`src/rtl/demux1to2_rv32i.sv`:
```
// Buffered 1-to-2 demultiplexer: one valid/ready producer steered by in_sel into two
// independent FIFOs. Define DEMUX_STATS_EN to add saturating per-output push counters.
module demux1to2_rv32i #(
  parameter int WIDTH = 32,
  parameter int DEPTH = 2
) (
  input  logic                     clock,
  input  logic                     reset_n,
  input  logic [WIDTH-1:0]         in_data,
  input  logic                     in_sel,
  input  logic                     in_valid,
  output logic                     in_ready,
  output logic [WIDTH-1:0]         out0_data,
  output logic                     out0_valid,
  input  logic                     out0_ready,
  output logic [$clog2(DEPTH):0]   out0_count,
  output logic [WIDTH-1:0]         out1_data,
  output logic                     out1_valid,
  input  logic                     out1_ready,
  output logic [$clog2(DEPTH):0]   out1_count
`ifdef DEMUX_STATS_EN
  ,
  output logic [15:0]              stat0,
  output logic [15:0]              stat1
`endif
);

  localparam int PW = $clog2(DEPTH);
  localparam int CW = PW + 1;
  localparam logic [CW-1:0] FULL = CW'(DEPTH);

  logic             ready_arr [2];
  logic [WIDTH-1:0] head_arr  [2];
  logic [CW-1:0]    count_arr [2];
  logic             valid_arr [2];

  assign ready_arr[0] = out0_ready;
  assign ready_arr[1] = out1_ready;

  // No bypass: a full FIFO refuses a push even when it is popped in the same cycle.
  assign in_ready = (count_arr[in_sel] != FULL);

  genvar gi;
  generate
    for (gi = 0; gi < 2; gi++) begin : g_fifo
      logic [WIDTH-1:0] mem [DEPTH];
      logic [PW-1:0]    wr_ptr_reg;
      logic [PW-1:0]    rd_ptr_reg;
      logic [CW-1:0]    count_reg;
      logic             push;
      logic             pop;

      assign push = in_valid && in_ready && (in_sel == 1'(gi));
      assign pop  = (count_reg != '0) && ready_arr[gi];

      always_ff @(posedge clock or negedge reset_n) begin
        if (!reset_n) begin
          wr_ptr_reg <= '0;
          rd_ptr_reg <= '0;
          count_reg  <= '0;
          for (int i = 0; i < DEPTH; i++) begin
            mem[i] <= '0;
          end
        end else begin
          if (push) begin
            mem[wr_ptr_reg] <= in_data;
            wr_ptr_reg      <= wr_ptr_reg + PW'(1);
          end
          if (pop) begin
            rd_ptr_reg <= rd_ptr_reg + PW'(1);
          end
          if (push && !pop) begin
            count_reg <= count_reg + CW'(1);
          end else if (!push && pop) begin
            count_reg <= count_reg - CW'(1);
          end
        end
      end

      assign head_arr[gi]  = mem[rd_ptr_reg];
      assign count_arr[gi] = count_reg;
      assign valid_arr[gi] = (count_reg != '0);

`ifdef DEMUX_STATS_EN
      logic [15:0] stat_reg;

      always_ff @(posedge clock or negedge reset_n) begin
        if (!reset_n) begin
          stat_reg <= '0;
        end else if (push && (stat_reg != 16'hFFFF)) begin
          stat_reg <= stat_reg + 16'd1;
        end
      end
`endif
    end
  endgenerate

  assign out0_data  = head_arr[0];
  assign out0_valid = valid_arr[0];
  assign out0_count = count_arr[0];
  assign out1_data  = head_arr[1];
  assign out1_valid = valid_arr[1];
  assign out1_count = count_arr[1];

`ifdef DEMUX_STATS_EN
  assign stat0 = g_fifo[0].stat_reg;
  assign stat1 = g_fifo[1].stat_reg;
`endif

endmodule

```
`config.mk`:
```
export PLATFORM = sky130hd
export DESIGN_NAME = demux1to2_rv32i
export DESIGN_NICKNAME = d
export VERILOG_FILES = /design/src/rtl/demux1to2_rv32i.sv
export SDC_FILE = /design/constraint.sdc
export NUM_CORES = 1
export LEC_CHECK = 0
export ABC_AREA = 1
export CAP_MARGIN = 20
export CORE_ASPECT_RATIO = 0.5
export CORE_MARGIN = 4
export CORE_UTILIZATION = 54
export DETAILED_ROUTE_END_ITERATION = 10
export GPL_TIMING_DRIVEN = 1
export PLACE_DENSITY = 0.8
export SYNTH_ARGS = -nofsm -noshare
export SYNTH_HDL_FRONTEND = slang
export SYNTH_SLANG_ARGS = --single-unit
```
`constraint.sdc`:
```
create_clock -name clock -period 2.4 [get_ports clock]
set_input_delay 0.24 -clock clock [delete_from_list [all_inputs] [get_ports clock]]
set_output_delay 0.24 -clock clock [all_outputs]
set_load 0.01 [all_outputs]
```
==> results.toml, run 1 <==
[status]
status = "completed"

[setup_path]
setup.worst_path.end_class = "primary output"
cp_top_family = "buffers and inverters"
reg2reg_depth = 8
crit_type = "reg -> out"
crit_cells = 3
worst-path-buf-inv = 2
crit_required_ns = 2.16
critPathMaxFanout = 57
crit_arrival_ns = 1.98
critPathLaunchType = "flip-flop"
cp_slowest_cell = "clkdlybuf4s50_1"
rrSetupSlack_ns = 0.73
slowest_delay_ns = 0.59
crit_chain = "buf_12 > o21ai_0 > clkdlybuf4s50_1"

[pwr]
cellPowerDensity_mw_per_mm2 = 1460
ir_drop_mv = 0.854
p_leak_nw = 4.05

[synth]
synth_compound_area_frac = 0.193
syn_nets = 838
synth.area.mux_share = 0
ys_warn_count = 0
yosysUniqueCellTypes = 22
synth_xor_area_frac = 0.0105
ys_seq_elements = 136
syn_area_mm2 = 0.00668
synthAdderAreaFrac = 0.00375
yosys.area_share.simple = 0.179
postSynthAreaPerCell_um2 = 8.37
synth_cells = 798
synth_top_family_by_area = "compound AO/OA/AOI/OAI gates"
yosysSeqAreaShare = 0.509

[cts]
post_cts_resize_count = 0
clock_latency_ns = 0.42
clk_pin_slew_ns = 0.06
cts_buffers = 17
postCtsSetupRepairBufs = 0
cts_hold_buf = 1
cts_buffer_depth = 2
root_buffer = "clkbuf_16"
cts_htree_levels = 4
cts_tree = "built"
cts_sinks = 136

[global_route]
grt_pass1_vias = 5516
grt_max_degree = 69
grt_pass1_wl_um = 27500
grt_overflow = 0
grt.total_usage = 0.245
antenna_found_initial = 0

[floorplan]
die_y_um = 86.7
die_w_um = 165
io_pins = 109
num_rows = 28
initial_utilization = 0.559
die_area_mm2 = 0.0143
core_area_mm2 = 0.0119

[drt]
num_vias = 5535
drc = 0
drt_iter0_markers = 378
ant_nets = 0
wirelength_um = 16600
via_per_inst = 5.16
wire_per_inst_um = 15.5
drt_pass1_iterations = 7

[timing]
fmax_mhz = 450
setup_tns_ns = 0
hold_viol_final = 0
min_period_over_period = 0.926
rsz0062_at_grt = "no"
worst_slack_ns = 0.178
tightest_slew_ns = 0.506
finalMaxSlewViolations = 0
min_period_ns = 2.22
fin_hold_ws_ns = 0.333
finalSetupViolations = 0
fin_skew_ns = 0.00722
slew-limit-headroom = 0.663

[placement]
dp_slack_ns = 0.348
port_buffers = 108
gp_congestion = 0.801
place_area_mm2 = 0.00785
dp_hpwl_um = 10800

[cells_and_area]
layout_common_cells = "nand2_1, dfrtp_1, o21ai_0, clkdlybuf4s50_1, inv_1"
regMostFlops = "g_fifo.mem"
largest_reg_flops = 128
postLayoutCoreUtil = 0.707
area_delta_synth_final_pct = 26.4
diodes = 0
mostFrequentLayoutCell = "nand2_1"
design_area_mm2 = 0.00844
nNetsFinal = 935
drive_gt1_frac = 0.112

[job]
cap_violations = 0

[worst_hold_path]
hold_class = "in -> async"
-- final cells by class --
type	count	area (µm²)
Tap cell	165	206
Timing Repair Buffer	127	1260
Sequential cell	136	3410
Clock buffer	25	515
Multi-Input combinational cell	507	2590
Inverter	106	398
Clock inverter	7	66.3
Fill cell	913	3500
-- cell families (layout without fill, tap and decap cells) --
group,count (synthesis),in the layout
buf+inv,155,265
flops,136,136
simple gates,300,300
compound gates,197,197
fa+ha+maj,2,2
xor+xnor,8,8
-- report_power, final --
group	leakage (nW)	internal [mW]	total [mW]	switching [mW]
clock	0.289	1.59	2.55	0.968
combinational	2.10	2.76	5.81	3.04
sequential	1.66	3.44	3.97	0.537
total	4.05	7.79	12.3	4.55
-- stage by stage --
step           power, mW  std cells
3_3_place_gp        9.57       1040
5_1_grt             13.2       1073
4_1_cts             12.4       1073
3_5_place_dp        9.77       1040
2_1_floorplan       7.16        798
6_report            12.3       1073
-- worst paths after layout --
check	start	to
worst max-delay path	g_fifo[1].rd_ptr_reg	out1_data[7]
worst min-delay path	reset_n	g_fifo[0].mem[58]
max in group asynchronous	reset_n	g_fifo[1].rd_ptr_reg
worst max register to register	out1_count[0]	g_fifo[1].mem[48]
min in group clock	out0_ready	g_fifo[0].rd_ptr_reg
worst min register to register	g_fifo[1].mem[31]	g_fifo[1].mem[31]
-- worst register-to-register path, cell delays in order, from the launching register on --
cell and delay, ns:
dfrtp_1 0.41, inv_2 0.11, nand3_4 0.10, nand3_4 0.08
buf_4 0.33, nor2_4 0.06, buf_4 0.24, nand2_1 0.11
o21ai_0 0.09
-- per-layer routing --
metal	part of all wire	GRT usage
met1	0.43	0.327
met2	0.49	0.405
met3	0.060	0.0537
met4	0.019	0.0801
met5	0	0
-- synth_stat cells (all sizes together) --
| library cell | number | area share |
|---|---|---|
| nand4 | 1 | 0.0032 |
| nor2 | 4 | 0.0060 |
| xnor2 | 4 | 0.0052 |
| buf | 35 | 0.036 |
| inv | 106 | 0.060 |
| o21bai | 64 | 0.094 |
| o21ai | 131 | 0.098 |
| clkbuf | 14 | 0.0079 |
| dfrtp | 136 | 0.51 |
| nand3 | 2 | 0.0052 |
| a21oi | 2 | 0.0015 |
| xor2 | 4 | 0.0052 |
| ha | 2 | 0.0037 |
| nand2 | 293 | 0.16 |
Note: power is estimated with default switching activity, not from simulation.
==> run 2, diff against run 1 <==
CORE_UTILIZATION = 45   (was 54)
PLACE_DENSITY = 0.68   (was 0.8)
==> run 2 against run 1 <==
  * Wire length down 2.4%
  * Power rose by 2.7%
  * Critical path depth did not move
  * Clock skew grew 0.0042 ns
  * Highest routed layer unchanged
  * Clock power grew 17%
==> results.toml, run 2 (synthesis gave the netlist of run 1 again) <==
[global_route]
grt_pass1_vias = 5415
grt_max_degree = 65
antenna_found_initial = 0
grt.total_usage = 0.201
grt_overflow = 0
grt_pass1_wl_um = 27500

[cells_and_area]
diodes = 0
layout_common_cells = "nand2_1, dfrtp_1, o21ai_0, clkdlybuf4s50_1, inv_1"
multi_input_area_mm2 = 0.00259
regMostFlops = "g_fifo.mem"
nFillCells = 1312
largest_reg_flops = 128
mostFrequentLayoutCell = "nand2_1"
area_delta_synth_final_pct = 28.7
drive_gt1_frac = 0.116
nNetsFinal = 936
postLayoutCoreUtil = 0.593
seqCellArea_mm2 = 0.00341

[job]
cap_violations = 0

[cts]
post_cts_resize_count = 0
cts_tree = "built"
root_buffer = "clkbuf_16"
clock_latency_ns = 0.41
cts_htree_levels = 4
cts_buffer_depth = 2
cts_hold_buf = 1
cts_sinks = 136
cts_buffers = 17
clk_pin_slew_ns = 0.06
postCtsSetupRepairBufs = 0

[pwr]
p_leak_nw = 4.09
cellPowerDensity_mw_per_mm2 = 1470
power_mw = 12.7
ir_drop_mv = 0.825

[timing]
min_period_ns = 2.32
fmax_mhz = 430
min_period_over_period = 0.968
finalMaxSlewViolations = 0
worst_slack_ns = 0.0764
tightest_slew_ns = 0.593
slew-limit-headroom = 0.605
fin_skew_ns = 0.0114
fin_hold_ws_ns = 0.369
finalSetupViolations = 0
setup_tns_ns = 0
rsz0062_at_grt = "no"
hold_viol_final = 0

[setup_path]
critPathLaunchType = "flip-flop"
critPathMaxFanout = 56
crit_required_ns = 2.16
crit_arrival_ns = 2.08
crit_type = "reg -> out"
setup.worst_path.end_class = "primary output"

[drt]
drt_iter0_markers = 376
wirelength_um = 16200
wire_per_inst_um = 14.7
ant_nets = 0
num_vias = 5353
via_per_inst = 4.84
drt_pass1_iterations = 5
drc = 0

[floorplan]
initial_utilization = 0.461
die_area_mm2 = 0.0170
num_rows = 31
die_w_um = 180
io_pins = 109
die_y_um = 94.2
core_area_mm2 = 0.0145

[status]
status = "completed"

[placement]
port_buffers = 108
dp_slack_ns = 0.394
gp_congestion = 0.746
dp_hpwl_um = 10900

[worst_hold_path]
hold_class = "in -> async"
==> run 2: cell count changes in the layout (fill, tap and decap cells not counted) <==
cell	change
bufinv_16	+5
clkbuf_8	-6
clkinv_4	+2
inv_6	+2
clkbuf_1	-2
clkinvlp_4	+1
clkinv_2	-2
buf_12	+1
==> run 2: final timing paths <==
| path | startpoint | to | slack (ns) | cells after the start |
|---|---|---|---|---|
| setup / recovery | g_fifo[0].rd_ptr_reg | out0_data[23] | 0.08 | 3 |
| hold / removal | reset_n | g_fifo[1].mem[42] | 0.37 | 2 |
| setup reg to reg | out1_count[0] | out0_count[1] | 0.77 | 8 |
| hold reg to reg | g_fifo[1].mem[30] | g_fifo[1].mem[30] | 0.50 | 2 |
| max in group asynchronous | reset_n | g_fifo[0].rd_ptr_reg | 1.28 | 3 |
| min in group clock | out1_ready | g_fifo[1].rd_ptr_reg | 0.44 | 3 |
==> run 2: layout make-up <==
class                           count  area share
Clock buffer                       17      0.0495
Clock inverter                     15      0.0290
Inverter                          106      0.0463
Multi-Input combinational cell    507       0.301
Sequential cell                   136       0.396
Tap cell                          198      0.0288
Timing Repair Buffer              128       0.149
==> run 2: worst max-delay path, cell delays in order, from the launching register on <==
cell	delay (ns)
dfrtp_2	0.49
buf_12	0.21
o21ai_0	0.35
clkdlybuf4s50_1	0.61
==> run 2: power breakdown <==
part / internal, mW / switching (mW) / total [mW]
clock network: 1.96 / 1.03 / 2.98
registers: 3.44 / 0.525 / 3.96
logic: 2.75 / 2.97 / 5.73
==> run 2: through the flow <==
stage / instance area (µm²) / instances
after floorplan: 6680 / 798
after global placement: 7910 / 1074
after detailed placement: 7910 / 1074
after CTS: 8600 / 1107
after global routing: 8600 / 1107
final: 8600 / 1107
==> run 2: routing by layer <==
metal / global-route usage / part of all wire / up-vias
met3: 0.0483 / 0.050 / 12
met5: 0 / 0 / -
met1: 0.266 / 0.45 / 2569
li1: - / - / 2661
met4: 0.0484 / 0.0068 / 0
met2: 0.338 / 0.49 / 111
==> RTL change 1 (settings of run 1) <==
Set the parameter `DEPTH` to 4 (it was 2).
--- a/src/rtl/demux1to2_rv32i.sv
+++ b/src/rtl/demux1to2_rv32i.sv
@@ -3,5 +3,5 @@
 module demux1to2_rv32i #(
   parameter int WIDTH = 32,
-  parameter int DEPTH = 2
+  parameter int DEPTH = 4
 ) (
   input  logic                     clock,
Interface: changed (resized out0_count and out1_count); port bits go from 109 to 111. The function was not compared with the original's and may differ.
==> RTL change 1 against run 1 <==
- the run now ends with negative setup slack left
- cell area increased by 78%
- synthesized area increased by 96%
- wire length up 130%
- total power grew 81%
- count of clock-buffer cells in the layout increased by 10
- maximum frequency decreased by 8.6%
- die area up 88%
- sequential cell count is 134 higher
- setup slack got worse by 210 ps
==> RTL change 1: results (changes against run 1) <==
\begin{tabular}{lr}
\hline
Metric & Value \\
\hline
\multicolumn{2}{l}{\textbf{Layout}} \\
\quad Count of nets after finishing & 1671 (+79\%) \\
\quad Number of flip-flops in the largest register & 256 (+100\%) \\
\quad Final-layout fill cell count & 1823 (+100\%) \\
\multicolumn{2}{l}{\textbf{Power and ir drop}} \\
\quad Maximum vdd drop & 0.556 mV (-35\%) \\
\quad Leakage power & 7.71 nW (+90\%) \\
\quad Cell internal pwr & 0.0131 W (+68\%) \\
\multicolumn{2}{l}{\textbf{STA}} \\
\quad Final setup fails & 1 (+1) \\
\quad Final setup TNS & -31.8 ps (-31.8 ps) \\
\quad Worst clock skew & 18.3 ps (+11.1 ps) \\
\quad Slew headroom & 54.4\% (-12 points) \\
\quad Final setup slack of the worst path & -31.8 ps (-210 ps) \\
\multicolumn{2}{l}{\textbf{Routing}} \\
\quad Detailed-routing wirelength on met1 & 15600 um (+120\%) \\
\quad Router iterations before antenna repair & 6 (-1) \\
\quad Overall routed net length & 37500 um (+130\%) \\
\quad Detailed route wirelength on metal3 & 4040 um (+310\%) \\
\quad Drt via density & 5.98 (+16\%) \\
\quad Iteration-0 DRC count of the detailed router & 1838 (+390\%) \\
\multicolumn{2}{l}{\textbf{Place}} \\
\quad Buffers added on ports & 110 (+1.9\%) \\
\quad DP Area & 14100 um\^{}2 (+79\%) \\
\quad Estimated wirelength of the detail-placed design & 22700 um (+110\%) \\
\multicolumn{2}{l}{\textbf{Outcome}} \\
\quad Failing checks & negative setup slack \\
\quad Outcome & complete, but fails checks \\
\multicolumn{2}{l}{\textbf{Critical path}} \\
\quad Worst Path Arrival & 2190 ps (+210 ps) \\
\quad Worst-path maximum fanout & 33 (-42\%) \\
\multicolumn{2}{l}{\textbf{Clocking}} \\
\quad H-tree lvl count & 1 (-3) \\
\quad Number of buffers added by the clock tree synthesis step & 25 (+8) \\
\quad Clk Latency, worst-skew pair & 520 ps (+100 ps) \\
\quad Buffer levels on the longest clock path & 3 (+1) \\
\multicolumn{2}{l}{\textbf{Global routing}} \\
\quad Vias in the first global route & 11400 (+110\%) \\
\quad First-pass GRT wire length & 60700 um (+120\%) \\
\quad Total track usage & 27.5\% (+3.0 points) \\
\quad Maximum number of pins on one net before global-route repair & 132 (+91\%) \\
\multicolumn{2}{l}{\textbf{Synth}} \\
\quad Unique cell type count in the Yosys netlist & 24 (+9.1\%) \\
\quad Synth Net Count & 1646 (+96\%) \\
\quad Biggest area contributors in the synthesized netlist & sky130\_fd\_sc\_hd\_\_dfrtp\_1 52\%, sky130\_fd\_sc\_hd\_\_nand2\_1 15\%, sky130\_fd\_sc\_hd\_\_nand3\_1 9.8\% \\
\quad Leading post-synthesis cells by instance count & 525 x sky130\_fd\_sc\_hd\_\_nand2\_1, 270 x sky130\_fd\_sc\_hd\_\_dfrtp\_1, 256 x sky130\_fd\_sc\_hd\_\_nand3\_1 \\
\hline
\end{tabular}
RTL change 1: changes by cell type after synthesis, sizes merged, moves of 8 or more:
cell,before,now
nand3,2,265
nand2,293,528
nor2,4,140
dfrtp,136,270
inv,106,16
clkbuf,14,93
o21bai,64,0
o22ai,0,64
buf,35,64
ha,2,10
RTL change 1: repair_timing:
action,4_1_cts,5_1_grt
hold endpoints to repair,76,0
hold buffers,1,0
setup endpoints to repair,40,35
gates resized for setup,40,30
pin swaps,7,2
gates cloned,1,0
RTL change 1: final timing paths:
check | start | to | slack (ps) | cells past startpoint
max in group asynchronous | reset_n | g_fifo[1].mem[63] | 1340 | 3
setup reg to reg | out1_count[1] | out1_count[1] | 250 | 8
setup / recovery | g_fifo[1].rd_ptr_reg[0] | out1_data[31] | -30 | 4
hold reg to reg | g_fifo[0].mem[67] | g_fifo[0].mem[67] | 460 | 2
min in group clock | out1_ready | g_fifo[1].rd_ptr_reg[0] | 410 | 3
hold / removal | reset_n | g_fifo[1].mem[29] | 310 | 2
RTL change 1: through the flow:
stage | instances | util, % | setup WS (ps)
2_1_floorplan | 1596 | - | 256
3_3_place_gp | 1899 | 60.3 | 62.8
3_5_place_dp | 1899 | 60.3 | 15.9
4_1_cts | 1942 | 64.0 | -24.0
5_1_grt | 1942 | 64.3 | -75.2
6_report | 1942 | 64.3 | -31.8
RTL change 1: final cells by class:
cell class / count / area [um^2] / share of cell area, %
Sequential cell: 270 / 6760 / 45.0
Multi-Input combinational cell: 1153 / 5360 / 35.7
Timing Repair Buffer: 155 / 1670 / 11.1
Clock buffer: 35 / 693 / 4.62
Tap cell: 307 / 384 / 2.56
Clock inverter: 6 / 83.8 / 0.559
Inverter: 16 / 60.1 / 0.400
RTL change 1: cells by family after synthesis:
logic type	Yosys count	share of synthesized area, %
xor+xnor	6	0.401
buf+inv	173	7.71
compound gates	200	8.26
simple gates	933	30.6
fa+ha+maj	12	1.26
mux	2	0.172
flops	270	51.6
RTL change 1: layer usage:
layer | up-vias | track usage [%]
li1 | 5262 | -
met1 | 5627 | 39.5
met4 | 0 | 8.98
met5 | - | 0
met2 | 643 | 42.7
met3 | 81 | 5.22
RTL change 1: worst reg2reg max path, delay by kind of cell, from the launching register on:
kind          cells  cell delay [ps]
fa+ha+maj         2              620
mux               1              290
flops             1              440
buf+inv           1              100
simple gates      4              590
RTL change 1: power by group through the flow:
| stage | registers [W] | logic, W | clock network, W |
|---|---|---|---|
| 2_1_floorplan | 0.00760 | 0.00631 | 0 |
| 3_3_place_gp | 0.00776 | 0.0103 | 0 |
| 3_5_place_dp | 0.00787 | 0.0106 | 0 |
| 4_1_cts | 0.00784 | 0.0105 | 0.00395 |
| 5_1_grt | 0.00812 | 0.0116 | 0.00412 |
| 6_report | 0.00788 | 0.0105 | 0.00391 |
==> RTL change 2 (settings of run 1) <==
Made on the original files. Put a register stage on the outputs `out0_count` and `out1_count`, with the module's reset. The values now appear one clock later. The other outputs are not delayed to match.
--- a/src/rtl/demux1to2_rv32i.sv
+++ b/src/rtl/demux1to2_rv32i.sv
@@ -98,8 +98,15 @@
   assign out0_data  = head_arr[0];
   assign out0_valid = valid_arr[0];
-  assign out0_count = count_arr[0];
   assign out1_data  = head_arr[1];
   assign out1_valid = valid_arr[1];
-  assign out1_count = count_arr[1];
+  always_ff @(posedge clock or negedge reset_n) begin
+    if (!reset_n) begin
+      out0_count <= '0;
+      out1_count <= '0;
+    end else begin
+      out0_count <= count_arr[0];
+      out1_count <= count_arr[1];
+    end
+  end
 
 `ifdef DEMUX_STATS_EN
Check against the original RTL: not equivalent (Yosys sat finds a counterexample within 4 cycles, from zero or initial values and one cycle with reset_n low).
==> RTL change 2 against run 1 <==
- sequential power rose by 4%
- cell area fell by 0.16%
- total power rose by 2.3%
- synthesized area fell by 2.2%
- wire length rose by 19%
- sequential cell count rose by 4
- core utilization rose by 0.72 points
- setup slack improved by 20 ps
- critical endpoint is now out1_data[2]
- largest cell class unchanged
- highest routed layer unchanged
==> RTL change 2: results (changes against run 1) <==
\begin{tabular}{lr}
\hline
Metric & Value \\
\hline
\multicolumn{2}{l}{\textbf{Outcome}} \\
\quad Outcome & finished clean \\
\multicolumn{2}{l}{\textbf{Layout}} \\
\quad Count of placed standard cells in the final layout, fillers left out & 1094 (+2.0\%) \\
\quad Signal buffers share of area & 15.7\% (+0.71 points) \\
\quad Number of buffers other than clock buffers in the final layout & 130 (+2.4\%) \\
\quad Multi-input combinational cell count & 615 (+21\%) \\
\quad Final-layout fill cell count & 890 (-2.5\%) \\
\quad Flip-flop and latch share of the layout cell area & 41.6\% (+1.2 points) \\
\quad Area used by sequential logic in the layout & 3500 um\^{}2 (+2.8\%) \\
\multicolumn{2}{l}{\textbf{Global routing}} \\
\quad Total track usage & 29.3\% (+4.8 points) \\
\quad Vias in the first global route & 5945 (+7.8\%) \\
\quad Maximum number of pins on one net before global-route repair & 106 (+54\%) \\
\multicolumn{2}{l}{\textbf{Place}} \\
\quad Place WS & 446 ps (+97.8 ps) \\
\quad Estimated wirelength of the detail-placed design & 12100 um (+12\%) \\
\quad GP Congestion & 0.833 (+3.9\%) \\
\multicolumn{2}{l}{\textbf{Synth}} \\
\quad Unique cell type count in the Yosys netlist & 17 (-23\%) \\
\quad Area fraction in compound gates after synthesis & 0.536\% (-19 points) \\
\quad Number of flip-flops and latches in the synthesized netlist & 140 (+2.9\%) \\
\quad Number of instances in the synthesized netlist & 834 (+4.5\%) \\
\multicolumn{2}{l}{\textbf{Power and ir drop}} \\
\quad Sequential power share & 32.7\% (+0.5 points) \\
\quad Maximum vdd drop & 0.715 mV (-16\%) \\
\quad Share of power burned in combinational logic & 44.8\% (-2.3 points) \\
\multicolumn{2}{l}{\textbf{Hold path}} \\
\quad Type of the worst min-delay path & primary input to flop \\
\multicolumn{2}{l}{\textbf{STA}} \\
\quad Worst clock skew & 8.83 ps (+1.62 ps) \\
\quad Slew headroom & 54.5\% (-12 points) \\
\multicolumn{2}{l}{\textbf{Routing}} \\
\quad Overall routed net length & 19800 um (+19\%) \\
\multicolumn{2}{l}{\textbf{Critical path}} \\
\quad FF-to-FF Start & g\_fifo[1].count\_reg[0] \\
\quad Worst Path Arrival & 1960 ps (-20 ps) \\
\multicolumn{2}{l}{\textbf{Floorplan}} \\
\quad Die area & 14000 um\^{}2 (-2.0\%) \\
\hline
\end{tabular}
RTL change 2: changes by cell type after synthesis, moves of 4 or more:
| cell | change |
|---|---|
| sky130_fd_sc_hd__o21bai_1 | -25 |
| sky130_fd_sc_hd__dfrtp_1 | +4 |
| sky130_fd_sc_hd__buf_4 | -9 |
| sky130_fd_sc_hd__inv_1 | -93 |
| sky130_fd_sc_hd__buf_8 | -5 |
| sky130_fd_sc_hd__o21ai_0 | -128 |
| sky130_fd_sc_hd__clkbuf_1 | +28 |
| sky130_fd_sc_hd__nand2_1 | +173 |
| sky130_fd_sc_hd__nand4_1 | +134 |
| sky130_fd_sc_hd__buf_2 | +7 |
| sky130_fd_sc_hd__o21bai_2 | -39 |
RTL change 2: worst min path at each step:
stage,slack (ps),to,cells past startpoint
floorplan,-60,g_fifo[0].count_reg[0],0
global placement,290,g_fifo[1].mem[13],1
detailed placement,300,g_fifo[1].mem[13],1
CTS,230,g_fifo[0].mem[60],3
global route,260,g_fifo[0].mem[60],3
finish,250,g_fifo[0].mem[60],3
RTL change 2: kinds of logic (layout without fill, tap and decap cells):
kind of cell / count (synthesis) / count (layout)
AO/OA/AOI/OAI: 4 / 4
adder cells (fa/ha/maj): 2 / 2
AND/OR/NAND/NOR: 605 / 605
flip-flops: 140 / 140
XOR/XNOR: 4 / 4
buffers and inverters: 79 / 174
RTL change 2: worst max-delay path: cells and delay by family (launching register included):
family / cells / cell delay, ps
buffers and inverters: 3 / 1050
AND/OR/NAND/NOR: 2 / 140
flip-flops: 1 / 350
RTL change 2: per-layer routing:
metal | global-route usage [%] | wire, um | vias up
li1 | - | - | 2904
met1 | 42.9 | 8310 | 3007
met2 | 43.1 | 8950 | 335
met3 | 8.31 | 2310 | 30
met4 | 8.60 | 263 | 0
met5 | 0 | 0 | -
